==> config.mk <==
export PLATFORM = sky130hd
export DESIGN_NAME = alu4_seq
export DESIGN_NICKNAME = d
export VERILOG_FILES = /design/src/rtl/alu4_seq.sv
export SDC_FILE = /design/constraint.sdc
export NUM_CORES = 1
export LEC_CHECK = 0
export BUFFER_PORTS_ARGS = -buffer_cell sky130_fd_sc_hd__buf_4
export CAP_MARGIN = 20
export CORE_MARGIN = 4
export CORE_UTILIZATION = 40
export CTS_CLUSTER_DIAMETER = 50
export CTS_CLUSTER_SIZE = 14
export DETAILED_ROUTE_END_ITERATION = 8
export GPL_TIMING_DRIVEN = 0
export HOLD_SLACK_MARGIN = 0.02
export PLACE_DENSITY_LB_ADDON = 0.12
export SLEW_MARGIN = 20
export SYNTH_ARGS = -nofsm -noshare
export SYNTH_HDL_FRONTEND = slang
export SYNTH_SLANG_ARGS = --single-unit
==> constraint.sdc <==
create_clock -name clk -period 1.35 [get_ports clk]
set_input_delay 0.0675 -clock clk [delete_from_list [all_inputs] [get_ports clk]]
set_output_delay 0.0675 -clock clk [all_outputs]
set_load 0.005 [all_outputs]
==> src/rtl/alu4_seq.sv <==
// Command sequencer for the 4-bit combinational ALU: 4x4 register file,
// one command in flight, IDLE -> EXEC -> DONE per command.
module alu4_seq (
  input  logic       clk,
  input  logic       reset_n,
  input  logic       cmd_valid,
  output logic       cmd_ready,
  input  logic       cmd_ld,
  input  logic [2:0] cmd_op,
  input  logic [1:0] cmd_ra,
  input  logic [1:0] cmd_rb,
  input  logic [1:0] cmd_rd,
  input  logic [3:0] cmd_imm,
  output logic [3:0] alu_a,
  output logic [3:0] alu_b,
  output logic [2:0] alu_op,
  input  logic [3:0] alu_result,
  input  logic       alu_c,
  input  logic       alu_n,
  input  logic       alu_z,
  input  logic       alu_v,
  output logic       done,
  output logic [3:0] result,
  output logic [3:0] flags,
  input  logic [1:0] dbg_addr,
  output logic [3:0] dbg_data
);

  typedef enum logic [1:0] {IDLE = 2'd0, EXEC = 2'd1, DONE = 2'd2} state_t;

  state_t          state_q, state_d;
  logic [3:0][3:0] rf_q;
  logic            ld_q;
  logic [1:0]      rd_q;
  logic [3:0]      imm_q;
  logic [3:0]      alu_a_q, alu_b_q;
  logic [2:0]      alu_op_q;
  logic [3:0]      result_q, flags_q;
  logic            accept;
  logic [3:0]      wb_data;

  assign accept  = cmd_valid && (state_q == IDLE);
  assign wb_data = ld_q ? imm_q : alu_result;

  always_ff @(posedge clk or negedge reset_n) begin
    if (!reset_n) state_q <= IDLE;
    else          state_q <= state_d;
  end

  always_comb begin
    state_d = state_q;
    case (state_q)
      IDLE:    if (cmd_valid) state_d = EXEC;
      EXEC:    state_d = DONE;
      DONE:    state_d = IDLE;
      default: state_d = IDLE;
    endcase
  end

  always_comb begin
    cmd_ready = (state_q == IDLE);
    done      = (state_q == DONE);
  end

  // Operands are read at accept; the ALU sees them stable for the whole EXEC cycle.
  always_ff @(posedge clk or negedge reset_n) begin
    if (!reset_n) begin
      rf_q     <= '0;
      ld_q     <= 1'b0;
      rd_q     <= 2'd0;
      imm_q    <= 4'd0;
      alu_a_q  <= 4'd0;
      alu_b_q  <= 4'd0;
      alu_op_q <= 3'd0;
      result_q <= 4'd0;
      flags_q  <= 4'd0;
    end else begin
      if (accept) begin
        ld_q     <= cmd_ld;
        rd_q     <= cmd_rd;
        imm_q    <= cmd_imm;
        alu_a_q  <= rf_q[cmd_ra];
        alu_b_q  <= rf_q[cmd_rb];
        alu_op_q <= cmd_op;
      end
      if (state_q == EXEC) begin
        rf_q[rd_q] <= wb_data;
        result_q   <= wb_data;
        if (!ld_q) flags_q <= {alu_c, alu_n, alu_z, alu_v};
      end
    end
  end

  assign alu_a    = alu_a_q;
  assign alu_b    = alu_b_q;
  assign alu_op   = alu_op_q;
  assign result   = result_q;
  assign flags    = flags_q;
  assign dbg_data = rf_q[dbg_addr];

endmodule

==> run summary, run 1 <==
area delta synth->final = 40.7%
Final Non-Filler Cells = 267
HP Class = input port to flip-flop
total routed wirelength = 4.65 mm
most common cell after layout, fill and taps aside = buf_4
initial antenna violation count = 0
Mean Syn Cell Area = 18.5 µm²
Final Max Slew Viols = 0
hold slack final = 0.165 ns
drt first pass iters = 3
via count = 1311
start-to-end type of the worst setup path = flip-flop to flip-flop
met1 wire length = 2.02 mm
Final Hold Viols = 0
share of cells above drive strength 1 = 65.0%
most frequent cells in the layout = buf_4, dfrtp_1, mux2_4
core footprint = 0.00514 mm²
cts bufs inserted = 5
starting density of the core = 41.3%
I/O pin count = 52
Synth Instances = 115
fmax = 705 MHz
post-detail-place hpwl = 3.22 mm
largest area contributor in the netlist = dfrtp_1
Die Height = 80.9 µm
Max Used Layer = met4
pwr dens = 1850 mW/mm²
Worst Tran Pin Value = 0.557 ns
Die ar. = 0.00654 mm²
H-tree levels = 2
WL met3 = 184 µm
Place WS = -0.153 ns
RSZ-0062 raised after global routing = yes
setup_tns = -0.957 ns
maximum vdd ir drop = 807 µV
register area share after synthesis = 51.9%
Clock Tree Root = clkbuf_8
violated checks = negative setup slack
Inst Count DP = 236
Final ANT Viol Nets = 0
WL/cell = 17.4 µm
status = finished with violations
Slew headroom = 62.9%
Critical path origin = state_q[0]
R2R Setup Slk = -0.07 ns
Util after Layout = 58.1%
hold-critical path depth = 3
Remaining Overflow, GRT = 0
Fin Clk Skew = 0.00576 ns
max-cap viol count = 0
crit share post-route = 105%
Worst EP arrival = 1.60 ns
leading post-synthesis cells by cell area = dfrtp_1, mux2_2, mux2_4, mux4_1, mux4_2
post-synthesis instance area = 0.00212 mm²
CTS tree = yes
ANT cells = 0
Final min period = 1.42 ns
yosys synthesis warning count = 0
Net Count, Synth = 142
Die Wd = 80.9 µm
# rows = 26
Final setup viols = 22
later-pin clock latency in the skew report = 0.30 ns
#FFs+latches synth = 44
critical path endpoint = rd_q[0]
Yosys top cell area share = 51.9%
number of global-route vias before repair = 1405
fin nets = 223
Clock transition at path regs = 0.08 ns
Vias/cell = 4.91
Worst Reg2Reg Path Length in Cells = 4
Leakage = 1.37 nW
Port-buffer cells = 51
CP endpoint kind = flip-flop
number of DRC markers after the initial detailed-route iteration = 37
r2r startpoint = state_q[0]
metal2 WL = 2.39 mm
reg-to-reg endpoint = rd_q[0]
Sink Count = 44
CP Launch Type = flip-flop
drc violations = 0
Worst Setup Slack, final = -0.0690 ns
filler cell count = 444
largest net degree at the start of global routing = 45
first-pass GRT wire length = 7.06 mm
Crit path required time = 1.54 ns
Yosys cell types = 14
GRT Util Overall = 14.6%
Longest Clk Path Bufs = 2
CP max FO = 10
gpl congestion = 0.754
cells by family after synthesis:
kind of cell  share of synthesized area (%)
mux                                    41.2
buf+inv                                2.24
simple gates                           4.71
flops                                  51.9
critical path, stage by stage (launching register included):
cell	delay, ns
dfrtp_2	0.49
nor3b_4	0.21
buf_6	0.15
buf_12	0.15
mux2_4	0.30
registers in the layout, summed over array words and instances (netlist names):
name     count
alu_op       3
alu_b        4
imm_q        4
state_q      2
flags        4
alu_a        4
rf_q        16
ld_q         1
rd_q         2
result       4
routing by layer:
metal | vias to the layer above | global-route usage [%]
li1 | 608 | -
met5 | - | 0
met1 | 674 | 17.7
met3 | 6 | 4.10
met4 | 0 | 5.07
met2 | 23 | 25.0
stage by stage:
step | total power [mW] | instance area [µm²]
after floorplan | 3.41 | 2120
after global placement | 4.24 | 2590
after detailed placement | 4.34 | 2590
after CTS | 5.41 | 2930
after global routing | 5.85 | 2990
final | 5.53 | 2990
power breakdown:
| group | total, mW | switching, mW | internal [mW] | leakage, nW |
|---|---|---|---|---|
| Sequential | 2.35 | 0.459 | 1.89 | 0.524 |
| Combinational | 2.32 | 0.654 | 1.67 | 0.802 |
| Clock | 0.859 | 0.443 | 0.416 | 0.0445 |
layout make-up:
class / instances / area (µm²) / share of cell area (%)
clock buffers: 7 / 86.3 / 2.89
flip-flops and latches: 44 / 1100 / 36.9
multi-input cells: 67 / 1030 / 34.6
well taps: 70 / 87.6 / 2.93
clock inverters: 1 / 7.51 / 0.251
repair buffers: 74 / 621 / 20.8
plain buffers: 4 / 47.5 / 1.59
worst min-delay path by stage:
stage	from	to	slack (ns)
detailed placement	reset_n	alu_op[2]	0.09
floorplan	reset_n	alu_a[0]	-0.23
global placement	reset_n	alu_op[0]	0.08
finish	cmd_rb[1]	alu_b[0]	0.16
global route	cmd_rb[1]	alu_b[0]	0.17
CTS	cmd_rb[1]	alu_b[0]	0.17
cell usage after synthesis:
library cell   n
nor2_1         1
and4bb_2       2
dfrtp_1       44
buf_6          2
and4b_1        1
mux2_4        15
mux2_2        31
nor2b_1        2
mux4_2         4
clkbuf_2       1
buf_12         1
nor4b_4        1
mux4_1         8
nor3b_2        2
timing repair:
| action | in CTS | in global routing |
|---|---|---|
| resized for setup | 9 | 13 |
| setup endpoints to repair | 26 | 44 |
| pin swaps | 1 | 0 |
| buffers inserted | 6 | 2 |
| hold endpoints to repair | 58 | 0 |
| hold buffers | 15 | 0 |
No activity file was read; power rests on OpenSTA's default activity.
==> run 2: changes to the inputs <==
--- a/config.mk
+++ b/config.mk
@@ -5,8 +5,9 @@
 export SDC_FILE = /design/constraint.sdc
 export NUM_CORES = 1
 export LEC_CHECK = 0
-export BUFFER_PORTS_ARGS = -buffer_cell sky130_fd_sc_hd__buf_4
+export BUFFER_PORTS_ARGS = -buffer_cell sky130_fd_sc_hd__buf_2
 export CAP_MARGIN = 20
+export CORE_ASPECT_RATIO = 1.25
 export CORE_MARGIN = 4
 export CORE_UTILIZATION = 40
 export CTS_CLUSTER_DIAMETER = 50
==> run 2 against run 1 <==
Against the previous run:
- the run still ends with negative setup slack left
- sequential power hardly changed
- critical path depth increased by 1
- worst setup slack gained 0.011 ns
- first-iteration DRC count rose by 140%
- wire length decreased by 5.2%
- die area is 0.11% higher
- power is 6.4% lower
- largest power group unchanged
- clock power is 2.4% lower
- global-route usage decreased by 0.38 points
- clock skew grew 0.0050 ns
- non-clock buffer count up 1
==> run summary, run 2 (same netlist as run 1, synthesis figures left out) <==
status = finished with violations
violated checks = negative setup slack
cts bufs inserted = 5
I/O pin count = 52
drt first pass iters = 3
H-tree levels = 2
post-detail-place hpwl = 3.11 mm
CTS tree = yes
number of DRC markers after the initial detailed-route iteration = 88
CP max FO = 8
starting density of the core = 41.5%
Sink Count = 44
Largest register FFs = 16
# rows = 29
largest net degree at the start of global routing = 45
Die Height = 89.5 µm
Clock transition at path regs = 0.08 ns
Die ar. = 0.00654 mm²
Post-DP Area = 0.00246 mm²
most common cell after layout, fill and taps aside = buf_2
total routed wirelength = 4.41 mm
Final Hold Viols = 0
share of cells above drive strength 1 = 65.2%
WL/cell = 17.0 µm
Worst EP arrival = 1.59 ns
via count = 1329
max-cap viol count = 0
Worst Reg2Reg Path Length in Cells = 5
Leakage = 1.34 nW
Vias/cell = 5.11
Clock Tree Root = clkbuf_8
CP Launch Type = flip-flop
CP endpoint kind = flip-flop
Reg with most FFs = rf_q
number of global-route vias before repair = 1393
Worst Setup Slack, final = -0.0581 ns
Slew headroom = 61.7%
gpl congestion = 0.687
first-pass GRT wire length = 6.91 mm
initial antenna violation count = 0
Fin Clk Skew = 0.0108 ns
fin nets = 224
hold-critical path depth = 3
Die Wd = 73.2 µm
drc violations = 0
Final ANT Viol Nets = 0
start-to-end type of the worst setup path = flip-flop to flip-flop
fmax = 710 MHz
Final Max Slew Viols = 0
Remaining Overflow, GRT = 0
RSZ-0062 raised after global routing = yes
Worst Tran Pin Value = 0.575 ns
Crit path required time = 1.53 ns
pwr dens = 1810 mW/mm²
area delta synth->final = 34.5%
Longest Clk Path Bufs = 2
Final setup viols = 22
ANT cells = 0
later-pin clock latency in the skew report = 0.30 ns
Final min period = 1.41 ns
GRT Util Overall = 14.3%
HP Class = input port to flip-flop
Total Power = 5.17 mW
core footprint = 0.00512 mm²
design area = 0.00286 mm²
most frequent cells in the layout = buf_2, dfrtp_1, mux2_4
crit share post-route = 104%
maximum vdd ir drop = 986 µV
Port-buffer cells = 51
[run 2: cell count changes in the layout (fill, tap and decap cells not counted)]
cell        before  now
buf_2            0   50
dfrtp_2          2    3
buf_6            6    2
clkbuf_2         1    0
clkbuf_16        0    1
buf_4           54    9
clkbuf_1         1    2
clkinvlp_4       1    0
dfrtp_1         42   41
and4bb_2         0    2
and4bb_4         2    0
[run 2: what timing repair did]
| item | 4_1_cts | 5_1_grt |
|---|---|---|
| endpoints found under the hold margin | 58 | 0 |
| cloned | 0 | 1 |
| endpoints found under the setup margin | 27 | 43 |
| gates resized for setup | 3 | 16 |
| pin swaps | 2 | 0 |
| hold buffers | 15 | 0 |
| buffers inserted | 6 | 2 |
[run 2: power breakdown]
group / switching [mW] / total [mW] / leakage (nW) / internal (mW)
sequential: 0.431 / 2.32 / 0.523 / 1.89
combinational: 0.594 / 2.01 / 0.772 / 1.42
clock: 0.421 / 0.838 / 0.0455 / 0.417
total: 1.45 / 5.17 / 1.34 / 3.73
[run 2: final cells by class]
| type | count | area, µm² |
|---|---|---|
| Sequential cell | 44 | 1100 |
| Clock buffer | 8 | 90.1 |
| Tap cell | 62 | 77.6 |
| Timing Repair Buffer | 75 | 505 |
| Buffer | 4 | 50.0 |
| Fill cell | 428 | 2260 |
| Multi-Input combinational cell | 67 | 1030 |
[run 2: worst paths after layout]
check                                start         end  slack (ns)
worst max-delay path            state_q[1]    alu_a[3]       -0.06
worst min-delay path             cmd_rb[1]    alu_b[3]        0.20
worst max register to register  state_q[1]    alu_a[3]       -0.06
worst min register to register    flags[0]    flags[0]        0.51
max in group asynchronous          reset_n  state_q[0]        0.62
min in group asynchronous          reset_n   alu_op[0]        0.30
[run 2: stage by stage]
| step | setup TNS [ns] | setup WS [ns] | hold slack [ns] | std cells | utilization, % |
|---|---|---|---|---|---|
| finish | -0.760 | -0.0581 | 0.196 | 260 | 55.8 |
| global route | -2.30 | -0.107 | 0.212 | 260 | 55.8 |
| CTS | -1.10 | -0.0717 | 0.197 | 257 | 53.9 |
| detailed placement | -1.64 | -0.129 | 0.302 | 228 | 48.0 |
| global placement | -1.32 | -0.114 | 0.253 | 228 | 48.0 |
| floorplan | -0.291 | -0.0323 | -0.228 | 115 | - |
[run 2: routing by layer]
metal | wire length [µm] | GRT usage [%] | vias up
met2 | 2190 | 24.7 | 38
met3 | 256 | 4.16 | 5
met1 | 1890 | 16.8 | 671
li1 | - | - | 615
met5 | 0 | 0 | -
met4 | 67 | 5.03 | 0
[run 2: critical path, stage by stage, from the launching register on]
cell and delay (ns):
dfrtp_1 0.38, buf_6 0.14, nor3b_4 0.17, buf_6 0.17
clkbuf_16 0.15, mux2_4 0.29
==> run 3: changes to the inputs <==
--- a/config.mk
+++ b/config.mk
@@ -5,6 +5,7 @@
 export SDC_FILE = /design/constraint.sdc
 export NUM_CORES = 1
 export LEC_CHECK = 0
+export ABC_AREA = 1
 export BUFFER_PORTS_ARGS = -buffer_cell sky130_fd_sc_hd__buf_2
 export CAP_MARGIN = 20
 export CORE_ASPECT_RATIO = 1.25
@@ -15,7 +16,7 @@
 export DETAILED_ROUTE_END_ITERATION = 8
 export GPL_TIMING_DRIVEN = 0
 export HOLD_SLACK_MARGIN = 0.02
-export PLACE_DENSITY_LB_ADDON = 0.12
+export PLACE_DENSITY = 0.61
 export SLEW_MARGIN = 20
 export SYNTH_ARGS = -nofsm -noshare
 export SYNTH_HDL_FRONTEND = slang
==> run 3 against run 2 <==
Against the previous run:
- the flow now finishes without violations
- largest cell class unchanged
- area after synthesis up 4.4%
- first-iteration DRC count up 30%
- highest routed layer unchanged
- sequential share of layout area up 0.87 points
==> run summary, run 3 <==
internal power = 2.97 mW
filler cell count = 533
RSZ-0062 raised after global routing = no
combinational power share = 36.2%
most common cell in the netlist = nand2_1
Mean Syn Cell Area = 7.95 µm²
Remaining Overflow, GRT = 0
Leakage = 1.49 nW
I/O pin count = 52
Die Wd = 74.6 µm
Post-synth top cells = nand2_1, dfrtp_1, inv_1, nand3_1, o21ai_1
Vias/cell = 4.84
Synth Instances = 279
CP Launch Type = flip-flop
later-pin clock latency in the skew report = 0.30 ns
cts bufs inserted = 5
gpl congestion = 0.876
number of synthesized flops with an enable pin = 0
Fin Clk Skew = 0.00166 ns
Main synth FF type = dfrtp_1
most frequent cells in the layout = nand2_1, buf_2, dfrtp_1
share of flip-flops with an asynchronous set or reset = 100%
area delta synth->final = 25.5%
Clock Tree Root = clkbuf_8
Net Count, Synth = 306
#FFs+latches synth = 44
Yosys cell types = 25
Largest register FFs = 16
initial antenna violation count = 0
CP endpoint kind = primary output
r2r startpoint = ld_q
Worst Reg2Reg Path Length in Cells = 4
number of DRC markers after the initial detailed-route iteration = 114
share of cells above drive strength 1 = 24.1%
CP max FO = 3
Place WS = 0.0888 ns
CTS tree = yes
Final setup viols = 0
status = finished, final reports clean
largest area contributor in the netlist = dfrtp_1
reg-to-reg endpoint = rf_q[10]
sequential power share = 45.4%
Final min period = 1.25 ns
yosys synthesis warning count = 0
R2R Setup Slk = 0.11 ns
fin nets = 375
Clock transition at path regs = 0.08 ns
most common cell after layout, fill and taps aside = nand2_1
first-pass GRT wire length = 9.14 mm
via count = 1997
core footprint = 0.00541 mm²
Switching Power = 1.81 mW
Sink Count = 44
starting density of the core = 41.0%
drt first pass iters = 4
Sw Ratio = 37.9%
Yosys top cell area share = 49.7%
Worst Setup Slack, final = 0.0994 ns
maximum vdd ir drop = 820 µV
number of global-route vias before repair = 2012
pwr dens = 1720 mW/mm²
post-synthesis instance area = 0.00222 mm²
Die Height = 91.2 µm
Reg with most FFs = rf_q
multi-input logic area = 951 µm²
Hold Path Origin = cmd_valid
Worst EP arrival = 1.18 ns
ANT cells = 0
Hold Path Sink = alu_b[1]
Port-buffer cells = 47
start-to-end type of the worst setup path = flip-flop to primary output
HP Class = input port to flip-flop
Final Max Slew Viols = 0
total routed wirelength = 5.38 mm
Final Hold Viols = 0
setup_tns = 0 ns
crit share post-route = 92.6%
Slew headroom = 62.8%
Worst Tran Pin Value = 0.558 ns
Crit path required time = 1.28 ns
H-tree levels = 2
WL/cell = 13.0 µm
GRT Util Overall = 17.4%
# rows = 30
max-cap viol count = 0
Die ar. = 0.00681 mm²
Final ANT Viol Nets = 0
clock power share = 18.4%
register area share after synthesis = 49.7%
Storage cell area = 0.00110 mm²
fmax = 800 MHz
post-detail-place hpwl = 3.90 mm
post-CTS setup buffer count = 0
leading post-synthesis cells by cell area = dfrtp_1, nand2_1, nand3_1, inv_1, o21ai_1
drc violations = 0
Longest Clk Path Bufs = 2
hold-critical path depth = 4
largest net degree at the start of global routing = 45
[run 3: changes by cell type after synthesis, moves of 15 or more]
cell,before,now
inv_1,0,23
mux2_2,31,0
nand3_1,0,20
o21ai_1,0,16
mux2_4,15,0
nand2_1,0,128
[run 3: power by group through the flow]
stage	registers [mW]	clock network (mW)	logic [mW]
after floorplan	2.15	0	1.08
after global placement	2.17	0	1.69
after detailed placement	2.19	0	1.72
after CTS	2.17	0.908	1.76
after global routing	2.24	0.965	1.98
final	2.17	0.881	1.73
[run 3: kinds of logic (layout without fill, tap and decap cells)]
family          Yosys count  in the layout  share of synthesized area (%)
buf+inv                  35            105                           7.45
simple gates            165            165                           33.9
flops                    44             44                           49.7
compound gates           35             35                           9.03
[run 3: layout make-up]
cell class	instances	area share (%)
clock inverters	1	0.270
plain buffers	9	2.34
well taps	64	2.88
multi-input cells	200	34.2
inverters	26	3.73
flip-flops and latches	44	39.6
repair buffers	62	13.9
clock buffers	7	3.10
[run 3: timing repair]
item,CTS,global route
setup endpoints to repair,0,18
endpoints found under the hold margin,58,0
gates resized for setup,0,3
hold buffers,15,0
[run 3: routing by layer]
metal	track usage (%)	wire length (µm)	part of all wire [%]	vias up
li1	-	-	-	1009
met1	20.0	2260	42	931
met2	31.0	2780	52	50
met3	3.21	253	4.7	7
met4	6.23	82	1.5	0
met5	0	0	0	-
[run 3: critical path, cell delays in order, from the launching register on]
cell and delay [ns]:
dfrtp_1 0.39, inv_1 0.12, a21oi_1 0.07, o21ai_0 0.08
nand2_1 0.09, buf_2 0.13
[run 3: worst max path at each step]
stage               start           to  depth (start not counted)
4_1_cts              ld_q     rf_q[10]                          4
6_report          rf_q[7]  dbg_data[3]                          5
3_5_place_dp         ld_q     rf_q[10]                          4
5_1_grt              ld_q      rf_q[6]                          4
3_3_place_gp         ld_q     rf_q[10]                          4
2_1_floorplan  state_q[1]     alu_b[3]                          5
[run 3: per-stage QoR]
stage	cell area, µm²	hold WS (ns)	utilization (%)	instances	power (mW)
after floorplan	2220	-0.228	-	279	3.23
after global placement	2530	0.263	46.9	390	3.86
after detailed placement	2530	0.270	46.9	390	3.91
after CTS	2780	0.112	51.4	413	4.84
after global routing	2780	0.138	51.5	413	5.19
final	2780	0.117	51.5	413	4.78
